`config.mk`:
```
export PLATFORM = sky130hd
export DESIGN_NAME = operand_sequencer
export DESIGN_NICKNAME = d
export VERILOG_FILES = /design/src/rtl/operand_sequencer.sv
export SDC_FILE = /design/constraint.sdc
export NUM_CORES = 1
export LEC_CHECK = 0
export ABC_CLOCK_PERIOD_IN_PS = 1620
export BUFFER_PORTS_ARGS = -buffer_cell sky130_fd_sc_hd__buf_2
export CORE_AREA = 2 2 41 43
export DETAILED_ROUTE_END_ITERATION = 12
export DIE_AREA = 0 0 43 45
export PLACE_DENSITY = 0.73
export SLEW_MARGIN = 10
export SYNTH_ARGS = -nofsm -noshare
export SYNTH_HDL_FRONTEND = slang
export SYNTH_SLANG_ARGS = --single-unit
```
`constraint.sdc`:
```
create_clock -name clk -period 1.62 [get_ports clk]
set_input_delay 0.081 -clock clk [delete_from_list [all_inputs] [get_ports clk]]
set_output_delay 0.081 -clock clk [all_outputs]
set_load 0.03 [all_outputs]
```
`src/rtl/operand_sequencer.sv`:
```
// Captures COUNT operands from data_in, one per debounced operator press on go.
// A press is accepted after HOLD_CYCLES consecutive high samples and committed on its release.
module operand_sequencer #(
  parameter int WIDTH       = 4,
  parameter int COUNT       = 2,
  parameter int HOLD_CYCLES = 3,
  localparam int IDX_W      = (COUNT > 1) ? $clog2(COUNT) : 1
) (
  input  logic                     clk,
  input  logic                     reset,
  input  logic                     go,
  input  logic                     clear,
  input  logic [WIDTH-1:0]         data_in,
  output logic [WIDTH*COUNT-1:0]   operands,
  output logic [IDX_W-1:0]         index,
  output logic                     wait_led,
  output logic                     capture_pulse,
  output logic                     done,
  output logic [1:0]               state_dbg
);

  localparam int CNT_W = (HOLD_CYCLES > 1) ? $clog2(HOLD_CYCLES) : 1;

  typedef enum logic [1:0] {
    S_IDLE    = 2'd0,
    S_QUALIFY = 2'd1,
    S_HELD    = 2'd2,
    S_FULL    = 2'd3
  } state_t;

  state_t                   state_q, state_d;
  logic [CNT_W-1:0]         counter_q, counter_d;
  logic [WIDTH*COUNT-1:0]   operands_q, operands_d;
  logic [IDX_W-1:0]         index_q, index_d;
  logic                     wait_q, wait_d;
  logic                     pulse_q, pulse_d;
  logic                     done_q, done_d;
  logic                     capture;

  always_comb begin
    state_d    = state_q;
    counter_d  = counter_q;
    operands_d = operands_q;
    index_d    = index_q;
    wait_d     = wait_q;
    pulse_d    = 1'b0;
    done_d     = done_q;
    capture    = 1'b0;

    if (clear) begin
      // Abort wins over go; a press still held afterwards re-qualifies from scratch.
      state_d    = S_IDLE;
      counter_d  = '0;
      operands_d = '0;
      index_d    = '0;
      wait_d     = 1'b0;
      done_d     = 1'b0;
    end else begin
      case (state_q)
        S_IDLE: begin
          if (go) begin
            if (HOLD_CYCLES == 1) begin
              capture = 1'b1;
            end else begin
              counter_d = CNT_W'(1);
              state_d   = S_QUALIFY;
            end
          end
        end
        S_QUALIFY: begin
          if (!go) begin
            counter_d = '0;
            state_d   = S_IDLE;
          end else if (counter_q == CNT_W'(HOLD_CYCLES - 1)) begin
            capture = 1'b1;
          end else begin
            counter_d = counter_q + CNT_W'(1);
          end
        end
        S_HELD: begin
          if (!go) begin
            wait_d  = 1'b0;
            pulse_d = 1'b1;
            if (index_q < IDX_W'(COUNT - 1)) begin
              index_d = index_q + IDX_W'(1);
              state_d = S_IDLE;
            end else begin
              done_d  = 1'b1;
              state_d = S_FULL;
            end
          end
        end
        default: begin
          // FULL: go is ignored until clear or reset.
        end
      endcase

      if (capture) begin
        for (int k = 0; k < COUNT; k++) begin
          if (index_q == IDX_W'(k)) begin
            operands_d[k*WIDTH +: WIDTH] = data_in;
          end
        end
        wait_d    = 1'b1;
        counter_d = '0;
        state_d   = S_HELD;
      end
    end
  end

  always_ff @(posedge clk) begin
    if (reset) begin
      state_q    <= S_IDLE;
      counter_q  <= '0;
      operands_q <= '0;
      index_q    <= '0;
      wait_q     <= 1'b0;
      pulse_q    <= 1'b0;
      done_q     <= 1'b0;
    end else begin
      state_q    <= state_d;
      counter_q  <= counter_d;
      operands_q <= operands_d;
      index_q    <= index_d;
      wait_q     <= wait_d;
      pulse_q    <= pulse_d;
      done_q     <= done_d;
    end
  end

  assign operands      = operands_q;
  assign index         = index_q;
  assign wait_led      = wait_q;
  assign capture_pulse = pulse_q;
  assign done          = done_q;
  assign state_dbg     = state_q;

endmodule

```
Yosys cells after proc, flatten, opt, wreduce, memory -nomap -nowiden --
Cells that the tools add are included.
Word-level totals: bits in registers 16, output and inout bits 14, logic and storage cells 60
Cells by class: add/subtract/negate cells 2, $lt $le $gt $ge 1, equal/unequal tests 11, mux-type cells 17, bitwise operators 4, reduce and logical (&&, ||, !) cells 16
Operators by type and width (count):
- two-way mux 2 bit | 7
- != test 3 bit (second input constant) | 4
- AND reduction 3 bit | 3
- two-way mux 1 bit | 8
- AND reduction 4 bit | 2
- != test 2 bit (second input constant) | 3
- one-hot mux 2 bit (3 select lines) | 1
- AND reduction 2 bit | 3
- OR reduction 3 bit | 2
- equality test 2 bit (second input constant) | 2
- NOT 1 bit | 4
- one-hot mux 2 bit (2 select lines) | 1
- nonzero test 2 bit | 2
- nonzero test 4 bit | 1
- nonzero test 3 bit | 1
- adder 2 x 1 -> 2 bit (second input constant) | 1
- equality test 2 x 1 -> 1 bit (second input constant) | 1
- zero test 2 bit | 1
- != test 2 x 1 -> 1 bit (second input constant) | 1
- OR reduction 2 bit | 1
- adder 1 bit (second input constant) | 1
- less-than comparator 1 bit (second input constant) | 1

Depth between registers and ports, before layout --
word-level depth 7, depth in mapped cells 6, depth with buffers taken out 5

Worst setup path before layout --
Ideal clock, no wire load.
path type register -> register, start point register state_q[0], in the netlist state_dbg[0], end point register operands_q[4], in the netlist operands[4], library setup time 0.072 ns, data arrival time 1.271 ns, required time 1.548 ns, setup slack 0.277 ns, stages on the path, launching flop included 5, path buffers 1, cells stage by stage dfxtp_1 and4b_1 and2_1 buf_6 mux2i_1
On the way: word-level cells in the longest chain between the ends 4
RTL lines:
- from (decl) | RTL line 31 | state_t state_q, state_d;
- from (signal assigned) | RTL line 121 | state_q <= state_d;
- equality test 2 x 1 -> 1 bit | RTL line 59 | case (state_q)
- two-way mux 1 bit | RTL line 59
- two-way mux 1 bit | RTL line 50 | if (clear) begin
- AND reduction 2 bit (no source line)
- to (signal assigned) | RTL line 123 | operands_q <= operands_d;
- to (decl) | RTL line 33 | logic [WIDTH*COUNT-1:0] operands_q, operands_d;
No other way between the ends. The select of a mux whose other input is x is not followed. A chain may end at the register's enable or synchronous reset.

Final worst setup path --
start point register counter_q[0], end point register operands_q[6], in the netlist operands[6]
On the way: word-level cells in the longest chain between the ends 6
RTL lines:
- from (decl) | RTL line 32 | logic [CNT_W-1:0] counter_q, counter_d;
- from (signal assigned) | RTL line 122 | counter_q <= counter_d;
- equality test 2 bit | RTL line 74 | end else if (counter_q == CNT_W'(HOLD_CYCLES - 1)) begin
- two-way mux 1 bit | RTL line 74
- two-way mux 1 bit | RTL line 71 | if (!go) begin
- two-way mux 1 bit | RTL line 59
- two-way mux 1 bit | RTL line 50
- AND reduction 2 bit (no source line)
No other way between the ends. The select of a mux whose other input is x is not followed.

==> impl_metrics.tcl <==
set metrics [dict create \
    grt_overflow 0 \
    grt_antenna_before_repair 0 \
    netSwitchingPower_w 0.000145 \
    fmaxAchievable_ghz 0.711 \
    synth_fp_nets 83 \
    instances_no_fill 111 \
    vias_in_the_first_global_route 489 \
    cp-startpoint "counter_q[0]" \
    synth_top_cells_by_count "sky130_fd_sc_hd__dfxtp_1 (16), sky130_fd_sc_hd__nand2_1 (14), sky130_fd_sc_hd__mux2i_1 (8)" \
    synth_area_leader_cell "sky130_fd_sc_hd__dfxtp_1" \
    numPortBuffers 21 \
    cts.root.buffer_cell "sky130_fd_sc_hd__clkbuf_4" \
    synth.top_cells.by_area "sky130_fd_sc_hd__dfxtp_1 (47%), sky130_fd_sc_hd__mux2i_1 (12%), sky130_fd_sc_hd__nand2_1 (7.8%)" \
    peakVddDrop_mv 0.488 \
    placed_wire_length_estimate_um 902 \
    worst_slew_pin_slew_ns 0.367 \
    end_kind "flop" \
    drt_drc_violations_left 0 \
    global_route.usage.total 0.141 \
    clock_power_share 0.374 \
    synth_enable_flop_cells 0 \
    place_area_um2 772 \
    dp_cell_count 107 \
    vias_per_cell 5.05 \
    first_pass_grt_wire_length_um 2060 \
    run_status "completed" \
    floorplan.die.width_um 43 \
    postSynth.topFlopCell "sky130_fd_sc_hd__dfxtp_1" \
    insertion_delay_ns 0.28 \
    cts_max_level 1 \
    share_comb_of_total_power 0.051 \
    cp-endpoint "operands[6]" \
    async_flop_share 0 \
    die_area_mm2 0.00194 \
    slew-limit-headroom 0.755 \
    yosysWarnings 0 \
    p_int_w 0.000547 \
    static-leakage-power_nw 0.378 \
    final_weighted_congestion_of_routability_driven_global_placement 0.777 \
    maxCapViolCount 0 \
    drt_pre_antenna_iters 4 \
    highest_net_fanout_along_the_worst_path 4 \
    finalWorstSetupSlack_ns 0.214 \
    arrival_ns 1.62 \
    netlist_area_um2 674 \
    grt_setup_unrepaired "false" \
    core-area_mm2 0.00147 \
    final_cell_area_um2 808 \
    setup_total_negative_slack_ns 0 \
    finalNetCount 105 \
    clkTransAtPathRegs_ns 0.09 \
    numClockSinks 16 \
    reg2reg_depth 5 \
    synthesis.area_per_instance_um2 9.11 \
    synth_largest_type_area_fraction 0.475 \
    min_period_over_period 0.868 \
    post_cts_hold_buffer_count 0 \
    yosysMostFrequentCell "sky130_fd_sc_hd__dfxtp_1" \
    floorplan.initialDensity 0.458 \
    drt_iter0_drc 12 \
    ctsResizeCount 0 \
    report.final.hold_viol_count 0 \
    finClkSkew_ns 0.00722 \
    antennaDiodeCount 0 \
    power.density_cell_area_mw_per_mm2 856 \
    post_synth_inst_count 74 \
    r2r_end "operands[6]" \
    flip_flop_and_latch_count_after_synthesis 16 \
    core.rowCount 14 \
    area_growth_syn_to_layout_pct 19.9 \
    setup_viol 0 \
    total_power_of_the_final_layout_w 0.000692 \
    floorplan.die.height_um 45 \
    floorplan.io_pins 22 \
    post_cts.repair.setup_buffers 0 \
    ant_nets 0 \
    drt_wl_total_um 1280 \
    worst-setup-path-type "reg2reg" \
    seq_power_share 0.575 \
    slew_viol_final 0 \
    p_sw_frac 0.210 \
    timing.critical_path.required_ns 1.83 \
    holdCritPathClass "in2reg" \
    cts_buffer_depth 2 \
    pre_cts_ws_ns 0.224 \
    fillCellCount 158 \
    worst_reg2reg_path_startpoint "counter_q[0]" \
    synth_sequential_area_ratio 0.475 \
    finalWorstPathRequiredPeriod_ns 1.41 \
    internal_reg_to_reg_setup_slack_ns 0.21 \
    wire_length_per_cell_after_detailed_routing_um 11.5 \
    grt_start_max_net_pins 16 \
    final_layout_size_suffix_gt1_frac 0.284 \
    cts_buffers 3 \
    via_count 561 \
    tritoncts_clock_tree "yes" \
    start_kind "flop" \
    yosys.cell_types.count 22 \
]
==> stage by stage <==
step,utilization,hold WS (ns)
floorplan,-,0.243
global placement,0.525,0.364
detailed placement,0.525,0.363
CTS,0.549,0.0547
global route,0.549,0.0620
finish,0.549,0.0600
==> placed cells by master, fill, tap and decap left out, types with 2 or more instances in the layout <==
cell type | synthesis | layout
sky130_fd_sc_hd__a21oi_1 | 5 | 5
sky130_fd_sc_hd__and2_1 | 2 | 2
sky130_fd_sc_hd__buf_2 | 1 | 21
sky130_fd_sc_hd__clkbuf_4 | 0 | 3
sky130_fd_sc_hd__dfxtp_1 | 16 | 16
sky130_fd_sc_hd__mux2i_1 | 8 | 8
sky130_fd_sc_hd__nand2_1 | 14 | 14
sky130_fd_sc_hd__nand2b_1 | 2 | 2
sky130_fd_sc_hd__nor2_1 | 4 | 4
sky130_fd_sc_hd__nor2b_1 | 2 | 2
sky130_fd_sc_hd__o21ai_0 | 6 | 6
==> state kept, by name, indices dropped and copies added, names as in the netlist <==
signal         flops
state_dbg          2
wait_led           1
counter_q          2
done               1
capture_pulse      1
index              1
operands           8
==> worst min-delay path by stage <==
stage / slack (ns) / start / endpoint / depth (start not counted)
2_1_floorplan: 0.24 / data_in[0] / operands[0] / 2
3_3_place_gp: 0.36 / data_in[2] / operands[2] / 3
3_5_place_dp: 0.36 / data_in[0] / operands[4] / 3
4_1_cts: 0.05 / data_in[0] / operands[4] / 3
5_1_grt: 0.06 / data_in[3] / operands[3] / 3
6_report: 0.06 / data_in[0] / operands[4] / 3
==> cells by family after synthesis <==
logic type	after synthesis	synth area share
AO/OA/AOI/OAI	14	0.113
buffers and inverters	6	0.0575
flip-flops	16	0.475
AND/OR/NAND/NOR	29	0.217
multiplexers	8	0.119
adder cells (fa/ha/maj)	1	0.0185
==> layer usage <==
| metal | GRT usage | vias to the layer above | part of all wire |
|---|---|---|---|
| met3 | 0.0240 | 4 | 0.074 |
| met2 | 0.218 | 21 | 0.42 |
| met5 | 0 | - | 0 |
| li1 | - | 289 | - |
| met4 | 0.0727 | 0 | 0.018 |
| met1 | 0.191 | 247 | 0.49 |
==> power groups by stage <==
| stage | clock network (W) | registers [W] | logic (W) |
|---|---|---|---|
| floorplan | 0 | 0.000409 | 0.0000179 |
| global placement | 0 | 0.000407 | 0.0000352 |
| detailed placement | 0 | 0.000407 | 0.0000354 |
| CTS | 0.000268 | 0.000398 | 0.0000357 |
| global route | 0.000284 | 0.000399 | 0.0000402 |
| finish | 0.000259 | 0.000398 | 0.0000354 |
==> worst max-delay path, stage by stage, from the launching register on <==
cell	delay, ns
sky130_fd_sc_hd__dfxtp_1	0.33
sky130_fd_sc_hd__inv_1	0.07
sky130_fd_sc_hd__ha_1	0.20
sky130_fd_sc_hd__and4b_1	0.25
sky130_fd_sc_hd__and2_1	0.29
sky130_fd_sc_hd__mux2i_1	0.20
==> final cells by class <==
class | instances | area [µm²] | area share
well taps | 16 | 20.0 | 0.0248
flip-flops and latches | 16 | 320 | 0.396
repair buffers | 22 | 113 | 0.139
clock buffers | 4 | 36.3 | 0.0449
multi-input cells | 52 | 315 | 0.390
inverters | 1 | 3.75 | 0.00464
Power figures use the tool's default switching activity.
